## config.mk

```make
export PLATFORM = sky130hd
export DESIGN_NAME = riscv_v_wb_buffer
export DESIGN_NICKNAME = d
export VERILOG_FILES = /design/src/rtl/riscv_v_wb_buffer.sv
export SDC_FILE = /design/constraint.sdc
export NUM_CORES = 1
export LEC_CHECK = 0
export CORE_AREA = 2 2 224 226
export CTS_BUF_LIST = sky130_fd_sc_hd__clkbuf_4 sky130_fd_sc_hd__clkbuf_8
export DETAILED_ROUTE_END_ITERATION = 6
export DIE_AREA = 0 0 226 228
export DONT_BUFFER_PORTS = 1
export GPL_TIMING_DRIVEN = 0
export HOLD_SLACK_MARGIN = 0.12
export PLACE_DENSITY = 0.71
export SLEW_MARGIN = 15
export SYNTH_ARGS = -nofsm -noshare
export SYNTH_HDL_FRONTEND = slang
export SYNTH_SLANG_ARGS = --single-unit
```

## constraint.sdc

```tcl
create_clock -name clk -period 8.6 [get_ports clk]
set_input_delay 0 -clock clk [delete_from_list [all_inputs] [get_ports clk]]
set_output_delay 0 -clock clk [all_outputs]
set_load 0.02 [all_outputs]
```

## src/rtl/riscv_v_wb_buffer.sv

```systemverilog
`default_nettype none
// ============================================================================
// riscv_v_wb_buffer : in-order writeback FIFO retiring vector / v2i results
// Rev 1.0
// ============================================================================
module riscv_v_wb_buffer #(
  parameter int VLEN   = 128,
  parameter int XLEN   = 32,
  parameter int DEPTH  = 4,
  parameter int REG_AW = 5
) (
  input  logic                    clk,
  input  logic                    rst,
  input  logic                    valid_exe,
  output logic                    ready_exe,
  input  logic                    is_v2i_exe,
  input  logic [VLEN-1:0]         vec_result_exe,
  input  logic [XLEN-1:0]         int_result_exe,
  input  logic [REG_AW-1:0]       dst_addr_exe,
  input  logic [VLEN/8-1:0]       byte_en_exe,
  output logic                    vrf_wr_en,
  input  logic                    vrf_wr_ready,
  output logic [REG_AW-1:0]       vrf_wr_addr,
  output logic [VLEN-1:0]         vrf_wr_data,
  output logic [VLEN/8-1:0]       vrf_wr_be,
  output logic                    int_wr_en,
  input  logic                    int_wr_ready,
  output logic [REG_AW-1:0]       int_wr_addr,
  output logic [XLEN-1:0]         int_wr_data,
  output logic [(1<<REG_AW)-1:0]  pending_vreg,
  output logic                    wb_idle
);

  localparam int PW  = $clog2(DEPTH);
  localparam int CW  = PW + 1;
  localparam int BEW = VLEN / 8;
  localparam logic [CW-1:0] FULL_CNT = CW'(DEPTH);

  logic [PW-1:0]     wr_ptr_q, wr_ptr_d;
  logic [PW-1:0]     rd_ptr_q, rd_ptr_d;
  logic [CW-1:0]     count_q,  count_d;
  logic [DEPTH-1:0]  valid_q,  valid_d;
  logic [DEPTH-1:0]  v2i_q,    v2i_d;
  logic [VLEN-1:0]   vec_q [DEPTH];
  logic [VLEN-1:0]   vec_d [DEPTH];
  logic [XLEN-1:0]   int_q [DEPTH];
  logic [XLEN-1:0]   int_d [DEPTH];
  logic [REG_AW-1:0] dst_q [DEPTH];
  logic [REG_AW-1:0] dst_d [DEPTH];
  logic [BEW-1:0]    be_q  [DEPTH];
  logic [BEW-1:0]    be_d  [DEPTH];

  logic head_live;
  logic head_v2i;
  logic head_masked;
  logic drop;
  logic enq;
  logic deq;

  // Head decode; everything is gated by rst so nothing is presented in a reset cycle.
  always_comb begin
    head_live   = rst && valid_q[rd_ptr_q];
    head_v2i    = v2i_q[rd_ptr_q];
    head_masked = ~|be_q[rd_ptr_q];

    vrf_wr_en   = head_live && !head_v2i && !head_masked;
    int_wr_en   = head_live && head_v2i;
    drop        = head_live && !head_v2i && head_masked;

    vrf_wr_addr = '0;
    vrf_wr_data = '0;
    vrf_wr_be   = '0;
    int_wr_addr = '0;
    int_wr_data = '0;
    if (head_live && !head_v2i) begin
      vrf_wr_addr = dst_q[rd_ptr_q];
      vrf_wr_data = vec_q[rd_ptr_q];
      vrf_wr_be   = be_q[rd_ptr_q];
    end
    if (head_live && head_v2i) begin
      int_wr_addr = dst_q[rd_ptr_q];
      int_wr_data = int_q[rd_ptr_q];
    end

    deq       = (vrf_wr_en && vrf_wr_ready) || (int_wr_en && int_wr_ready) || drop;
    ready_exe = rst && (count_q != FULL_CNT);
    enq       = valid_exe && ready_exe;
    wb_idle   = !rst || (count_q == '0);
  end

  always_comb begin
    pending_vreg = '0;
    for (int i = 0; i < DEPTH; i++) begin
      if (rst && valid_q[i] && !v2i_q[i]) begin
        pending_vreg[dst_q[i]] = 1'b1;
      end
    end
  end

  always_comb begin
    wr_ptr_d = wr_ptr_q;
    rd_ptr_d = rd_ptr_q;
    count_d  = count_q;
    valid_d  = valid_q;
    v2i_d    = v2i_q;
    vec_d    = vec_q;
    int_d    = int_q;
    dst_d    = dst_q;
    be_d     = be_q;

    // Dequeue first so a simultaneous enqueue into the same slot cannot be cleared.
    if (deq) begin
      valid_d[rd_ptr_q] = 1'b0;
      rd_ptr_d          = rd_ptr_q + 1'b1;
    end
    if (enq) begin
      valid_d[wr_ptr_q] = 1'b1;
      v2i_d[wr_ptr_q]   = is_v2i_exe;
      vec_d[wr_ptr_q]   = vec_result_exe;
      int_d[wr_ptr_q]   = int_result_exe;
      dst_d[wr_ptr_q]   = dst_addr_exe;
      be_d[wr_ptr_q]    = byte_en_exe;
      wr_ptr_d          = wr_ptr_q + 1'b1;
    end

    case ({enq, deq})
      2'b10:   count_d = count_q + 1'b1;
      2'b01:   count_d = count_q - 1'b1;
      default: count_d = count_q;
    endcase
  end

  always_ff @(posedge clk) begin
    if (!rst) begin
      wr_ptr_q <= '0;
      rd_ptr_q <= '0;
      count_q  <= '0;
      valid_q  <= '0;
    end else begin
      wr_ptr_q <= wr_ptr_d;
      rd_ptr_q <= rd_ptr_d;
      count_q  <= count_d;
      valid_q  <= valid_d;
    end
  end

  // Payload needs no reset: it is only ever observed behind a set valid bit.
  always_ff @(posedge clk) begin
    v2i_q <= v2i_d;
    vec_q <= vec_d;
    int_q <= int_d;
    dst_q <= dst_d;
    be_q  <= be_d;
  end

endmodule
`default_nettype wire

```

### Yosys cells after proc, flatten, opt, wreduce, memory -nomap -nowiden

Index checks and enable logic that the tools add are counted.

| storage, ports and cells | value |
|---|---|
| register bits | 739 |
| input port bits | 187 |
| output and inout port bits | 222 |
| word-level logic and storage cells | 141 |

| operators by class | value |
|---|---|
| add/sub/neg operators | 4 |
| magnitude comparators | 15 |
| equal/unequal tests | 3 |
| mux-type cells | 53 |
| bitwise logic cells | 8 |
| reductions and logical operators | 37 |

Operator list:

| kind | number |
|---|---|
| $bwmux W512 | 1 |
| $mux W128 | 4 |
| $bmux W128 S2 | 1 |
| $demux W128 S2 | 1 |
| $mux W32 | 8 |
| $bwmux W128 | 1 |
| $or A32 B32 Y32 | 3 |
| $bmux W32 S2 | 1 |
| $bwmux W64 | 1 |
| $demux W32 S2 | 1 |
| $mux W16 | 4 |
| $bmux W16 S2 | 1 |
| $demux W16 S2 | 1 |
| $mux W5 | 5 |
| $logic_and A1 B1 Y1 | 24 |
| $lt A5 B6 Y1 const B | 4 |
| $bwmux W20 | 1 |
| $demux W1 S5 | 4 |
| $ge A5 B1 Y1 const B | 4 |
| $reduce_or A16 Y1 | 1 |
| $bmux W5 S2 | 1 |
| $demux W5 S2 | 1 |
| $mux W1 | 8 |
| $mux W4 | 2 |
| 22 further kinds | 37 |

### Depth between registers and ports, before layout

| depth | value |
|---|---|
| depth after elaboration | 12 |
| depth in mapped cells | 13 |
| mapped depth without buffers | 10 |

### Worst setup path after synthesis

No wires, ideal clock.

| timing path | value |
|---|---|
| kind | register -> register |
| from | register count_q[0] |
| to | register be_q[0] in the netlist's numbering, enable pin |
| setup time | 0.567 ns |
| arrival time | 5.340 ns |
| data required time | 8.033 ns |
| slack | 2.693 ns |
| cell stages (with the launch flop) | 4 |
| path buffers | 0 |
| clock period less this slack | 5.907 ns |
| cell sequence | dfxtp_1 inv_1 a31oi_1 and3_1 |

| between the ends | value |
|---|---|
| cells in the longest elaborated chain, start to end | 3 |

Ends and longest elaborated chain:

| element | RTL line | text |
|---|---|---|
| start: declaration | 41 | `logic [CW-1:0] count_q, count_d;` |
| start signal: assignment | 142 | `count_q <= count_d;` |
| $ne A3 B3 Y1 | 86 | `ready_exe = rst && (count_q != FULL_CNT);` |
| $logic_and A1 B1 Y1 | 86 |  |
| via ready_exe | 15 | `output logic ready_exe,` |
| $logic_and A1 B1 Y1 | 87 | `enq = valid_exe && ready_exe;` |
| end signal: assignment | 153 | `be_q <= be_d;` |
| end: declaration | 50 | `logic [BEW-1:0] be_q [DEPTH];` |

The timed path passes the listed nets, and every way through them passes these cells.
A chain may end at the register's enable or synchronous reset.

### Worst setup path in the final report

| timing path | value |
|---|---|
| from | register rd_ptr_q[1] |
| to | register rd_ptr_q[1] |

| between the ends | value |
|---|---|
| cells in the longest elaborated chain, start to end | 9 |
| elaborated cells on any way between the ends | 21 |
| those cells by class | add/sub (1); mux (7); bitwise (1); reduce/logical (12) |

Ends and longest elaborated chain:

| element | RTL line | text |
|---|---|---|
| start: declaration | 40 | `logic [PW-1:0] rd_ptr_q, rd_ptr_d;` |
| start signal: assignment | 141 | `rd_ptr_q <= rd_ptr_d;` |
| $not A2 Y3 (implied by the code) | 64 | `head_masked = ~\|be_q[rd_ptr_q];` |
| $bmux W16 S2 | 64 |  |
| $mux W16 (implied by the code) (2 in series) | 64 |  |
| $reduce_or A16 Y1 | 64 |  |
| $logic_and A1 B1 Y1 | 66 | `vrf_wr_en = head_live && !head_v2i && !head_masked;` |
| $logic_and A1 B1 Y1 | 85 | `deq = (vrf_wr_en && vrf_wr_ready) \|\| (int_wr_en && int_wr_ready) \|\| drop;` |
| $logic_or A1 B1 Y1 (2 in series) | 85 |  |

Several ways; a longest one is shown, not always the timed one. The select of a mux whose other input is x is not followed.

==> results.rst <==
.. list-table::
   :header-rows: 1

   * - Metric
     - Value
   * - Net total in the final layout
     - ~2100
   * - Final core occ
     - 73.6%
   * - Number of maximum-capacitance constraint violations
     - 0
   * - Worst EP arrival
     - about 4.6 ns
   * - Worst Hold Slack
     - between 0.3 and 0.4 ns
   * - Area Overhead vs Synth
     - 24.2%
   * - Aggregate global routing overflow
     - 0
   * - PD cells
     - 206 mW/mm^2
   * - Number of clock sinks
     - 739
   * - Kind of start point of the critical path
     - register
   * - Total leakage power
     - 11.6 nW
   * - Maximum level of the CTS H-tree
     - 3
   * - Yosys top cell by area
     - sky130_fd_sc_hd__edfxtp_1
   * - Die footprint
     - 0.0515 sq mm
   * - Setup repair bufs after CTS
     - 0
   * - Max Clock Freq
     - 0.255 GHz
   * - Power, Total
     - roughly 7.5 mW
   * - Register-to-Register Setup Slack
     - 4.68 ns
   * - Setup-failing EPs final
     - 0
   * - Per-cell routed wire length
     - around 27 microns
   * - Syn Std Cell Area
     - 0.0292 sq mm
   * - Worst Hold Path Cells
     - 2
   * - Period Utilization, post-route
     - between 40% and 50%
   * - Inst Count DP
     - 2099
   * - Count of standard-cell rows
     - 82
   * - Floorplan core area
     - 0.0493 sq mm
   * - Endpoint kind of the worst setup timing path
     - register
   * - Aggregate global-route resource usage
     - 28.2%
   * - Count of hold buffers inserted by post-cts repair
     - 370
   * - Routability-driven placement congestion ratio
     - 0.906
   * - Post-cts sizing count
     - 0
   * - CTS root buffer
     - sky130_fd_sc_hd__clkbuf_8
   * - Fraction of final layout cells with drive strength greater than 1
     - 19.8%
   * - Path type of the worst min-delay path
     - in2reg
   * - Category of the most critical setup path
     - reg2reg
   * - Count of non-filler cells in the finished layout
     - 2672
   * - Synthesized netlist cell count
     - 1411
   * - Global-route wire length before repair
     - 106 mm
   * - Die height
     - between 200 and 250 microns
   * - Critical Path Fanout Max
     - 10
   * - Number of global-route vias before repair
     - 16700
   * - Proportion of register bits with asynchronous set or reset after synthesis
     - 0%
   * - Worst-case reg-to-reg path depth
     - 10
   * - Die W
     - 226 microns
   * - Clock insertion delay at the later pin of the skew report
     - approximately 0.7 ns
   * - Biggest area contributors in the synthesized netlist
     - sky130_fd_sc_hd__edfxtp_1 75%, sky130_fd_sc_hd__mux4_2 14%, sky130_fd_sc_hd__and2_1 4.1%
   * - Unrepaired setup endpoints after global routing
     - no
   * - Worst Skew
     - 0.0206 ns
   * - Synth Flop Type
     - sky130_fd_sc_hd__edfxtp_1
   * - Mean post-synth cell area
     - about 21 sq um
   * - Rel. slew slack
     - 15.2%
   * - Number of I/O port buffers
     - 0
   * - Initial antenna violation count
     - 0
   * - I/O pins
     - 409
   * - Share of the synthesized area in the top cell type
     - 74.8%
   * - Initial core utilization
     - ~60%
   * - Number of max-slew violations in the final report
     - 0
   * - End of the worst register-to-register path
     - rd_ptr_q[1]$_SDFFE_PN0N_
   * - Clock slew seen by the registers of the worst setup and hold paths
     - 0.06 ns
   * - Number of register bits inferred by synthesis
     - roughly 740
   * - DRT iter0 DRCs
     - 1519
   * - N_diodes
     - 0
   * - Number of CTS-inserted buffers
     - 110
   * - Number of synthesis warnings
     - 0
   * - Post-DP HPWL
     - 42.6 mm
   * - Worst VDD drop
     - 0.000182 V
   * - Final hold viol count
     - 0
   * - Total length of routed wires
     - 71.3 mm
   * - Hold Startpoint
     - valid_exe
   * - Detailed-route vias per instance
     - between 6 and 7
   * - Minimum period implied by the final worst setup slack
     - between 3 and 4 ns
   * - Synthesized netlist net count
     - 1608
   * - Worst hold path endpoint
     - vec_q[9]$_DFFE_PP_
   * - Drc violations
     - 0
   * - Sequential cell area fraction in the yosys report
     - 75.6%
   * - Outcome
     - finished, final reports clean
   * - DRT antenna net count
     - 0
   * - Number of enable-type register cells in the synthesized netlist
     - about 730
   * - Number of buffers on the longest clock path
     - 3
   * - Number of library cell types mapped by synthesis
     - between 50 and 60
   * - Transition time at the pin with the least slew margin
     - 1.26 ns
   * - Critical R2R Launch
     - rd_ptr_q[1]$_SDFFE_PN0N_
   * - Pin count of the biggest net entering global routing
     - 50
   * - TritonCTS clock tree
     - done
   * - Critical path required time
     - 9.24 ns
   * - Drt first pass iters
     - 7
   * - Count of vias placed by the detailed router
     - 16100
[cell usage after synthesis (10+ instances only)]
library cell               instances
sky130_fd_sc_hd__o221ai_1         10
sky130_fd_sc_hd__a222oi_1         15
sky130_fd_sc_hd__nand2_1          21
sky130_fd_sc_hd__nor2_1           23
sky130_fd_sc_hd__buf_1            10
sky130_fd_sc_hd__dfxtp_1          11
sky130_fd_sc_hd__mux4_2          183
sky130_fd_sc_hd__buf_2            16
sky130_fd_sc_hd__and2_1          190
sky130_fd_sc_hd__inv_1            12
sky130_fd_sc_hd__clkbuf_1         48
sky130_fd_sc_hd__o21ai_0          11
sky130_fd_sc_hd__a22oi_1          11
sky130_fd_sc_hd__nor3b_1          10
sky130_fd_sc_hd__edfxtp_1        728
[cells by family (layout without fill, tap and decap cells)]
logic type	count (synthesis)	count (layout)	share of synthesized area, %
flip-flops	739	739	75.6
XOR/XNOR	3	3	0.0899
multiplexers	183	183	14.1
AO/OA/AOI/OAI	84	84	2.24
AND/OR/NAND/NOR	303	303	6.26
adder cells (fa/ha/maj)	10	10	0.454
buffers and inverters	89	678	1.28
[registers in the layout, summed over array words and instances (netlist names)]
| name | cells |
|---|---|
| v2i_q | 4 |
| int_q | 128 |
| be_q | 64 |
| valid_q | 4 |
| wr_ptr_q | 2 |
| count_q | 3 |
| dst_q | 20 |
| rd_ptr_q | 2 |
| vec_q | 512 |
[worst max path at each step]
stage | start | to | slack [ns]
6_report | rd_ptr_q[1]$_SDFFE_PN0N_ | rd_ptr_q[1]$_SDFFE_PN0N_ | 4.68
5_1_grt | rd_ptr_q[1]$_SDFFE_PN0N_ | rd_ptr_q[1]$_SDFFE_PN0N_ | 4.38
4_1_cts | rd_ptr_q[1]$_SDFFE_PN0N_ | vrf_wr_data[108] | 4.52
3_5_place_dp | rd_ptr_q[1]$_SDFFE_PN0N_ | count_q[2]$_SDFFE_PN0P_ | 4.93
3_3_place_gp | rst | vec_q[325]$_DFFE_PP_ | -1.00
2_1_floorplan | count_q[0]$_SDFFE_PN0P_ | be_q[0]$_DFFE_PP_ | 2.69
[worst max-delay path, cell delays in order (launching register included)]
cell	delay, ns
sky130_fd_sc_hd__dfxtp_1	0.54
sky130_fd_sc_hd__buf_1	0.59
sky130_fd_sc_hd__clkbuf_1	0.66
sky130_fd_sc_hd__buf_1	0.59
sky130_fd_sc_hd__inv_1	0.15
sky130_fd_sc_hd__ha_1	0.31
sky130_fd_sc_hd__nand2_1	0.05
sky130_fd_sc_hd__nor3_1	0.21
sky130_fd_sc_hd__a2bb2oi_1	0.10
sky130_fd_sc_hd__o311ai_1	0.08
sky130_fd_sc_hd__dlygate4sd3_1	0.57
[final cells by class]
type                            instances  area (sq um)
Sequential cell                       739         22100
Timing Repair Buffer                  386          4110
Buffer                                 77           328
Tap cell                              672           841
Clock buffer                          146          1810
Multi-Input combinational cell        583          6790
Inverter                               12          45.0
Fill cell                            2779         13100
Clock inverter                         57           298
[cells in the final DEF (no fill, tap or decap), types with 4 or more instances in the layout]
master | netlist | final
sky130_fd_sc_hd__edfxtp_1 | 728 | 728
sky130_fd_sc_hd__dlygate4sd3_1 | 0 | 370
sky130_fd_sc_hd__and2_1 | 190 | 190
sky130_fd_sc_hd__mux4_2 | 183 | 183
sky130_fd_sc_hd__clkbuf_8 | 0 | 114
sky130_fd_sc_hd__clkbuf_1 | 48 | 48
sky130_fd_sc_hd__clkinv_1 | 0 | 35
sky130_fd_sc_hd__clkbuf_4 | 0 | 32
sky130_fd_sc_hd__nor2_1 | 23 | 23
sky130_fd_sc_hd__nand2_1 | 21 | 21
sky130_fd_sc_hd__buf_2 | 16 | 16
sky130_fd_sc_hd__clkinv_2 | 0 | 16
sky130_fd_sc_hd__a222oi_1 | 15 | 15
sky130_fd_sc_hd__inv_1 | 12 | 12
sky130_fd_sc_hd__a22oi_1 | 11 | 11
sky130_fd_sc_hd__o21ai_0 | 11 | 11
sky130_fd_sc_hd__dfxtp_1 | 11 | 11
sky130_fd_sc_hd__buf_16 | 0 | 11
sky130_fd_sc_hd__buf_1 | 10 | 10
sky130_fd_sc_hd__o221ai_1 | 10 | 10
sky130_fd_sc_hd__nor3b_1 | 10 | 10
sky130_fd_sc_hd__nand3b_1 | 9 | 9
sky130_fd_sc_hd__nor3_1 | 9 | 9
sky130_fd_sc_hd__ha_1 | 9 | 9
sky130_fd_sc_hd__o21ai_1 | 6 | 6
sky130_fd_sc_hd__o211ai_1 | 6 | 6
sky130_fd_sc_hd__nor4_1 | 6 | 5
sky130_fd_sc_hd__buf_12 | 0 | 5
sky130_fd_sc_hd__and3_1 | 8 | 4
sky130_fd_sc_hd__and3b_1 | 4 | 4
sky130_fd_sc_hd__nand3_1 | 4 | 4
sky130_fd_sc_hd__a221o_1 | 4 | 4
sky130_fd_sc_hd__and3_4 | 0 | 4
sky130_fd_sc_hd__a31o_1 | 4 | 4
[metal layers]
layer	vias up	GRT usage (%)	share of wire, %
met5	-	0	0
met4	0	10.5	3.0
met3	113	6.61	8.1
met2	831	46.5	51
met1	8289	36.9	38
li1	6827	-	-
[per-stage QoR]
stage                     setup TNS [ns]  worst slack, ns  area, sq um
after floorplan                        0             2.69        29200
after global placement           -688.91            -1.00        30100
after detailed placement               0             4.93        30500
after CTS                              0             4.52        36300
after global routing                   0             4.38        36300
final                                  0             4.68        36300
[report_power, final]
| part | internal [mW] | total (mW) | switching, mW |
|---|---|---|---|
| Sequential | 4.06 | 4.09 | 0.0279 |
| Combinational | 0.317 | 0.670 | 0.353 |
| Clock | 1.40 | 2.73 | 1.32 |
| Total | 5.78 | 7.49 | 1.70 |
Note: power is estimated with default switching activity, not from simulation.
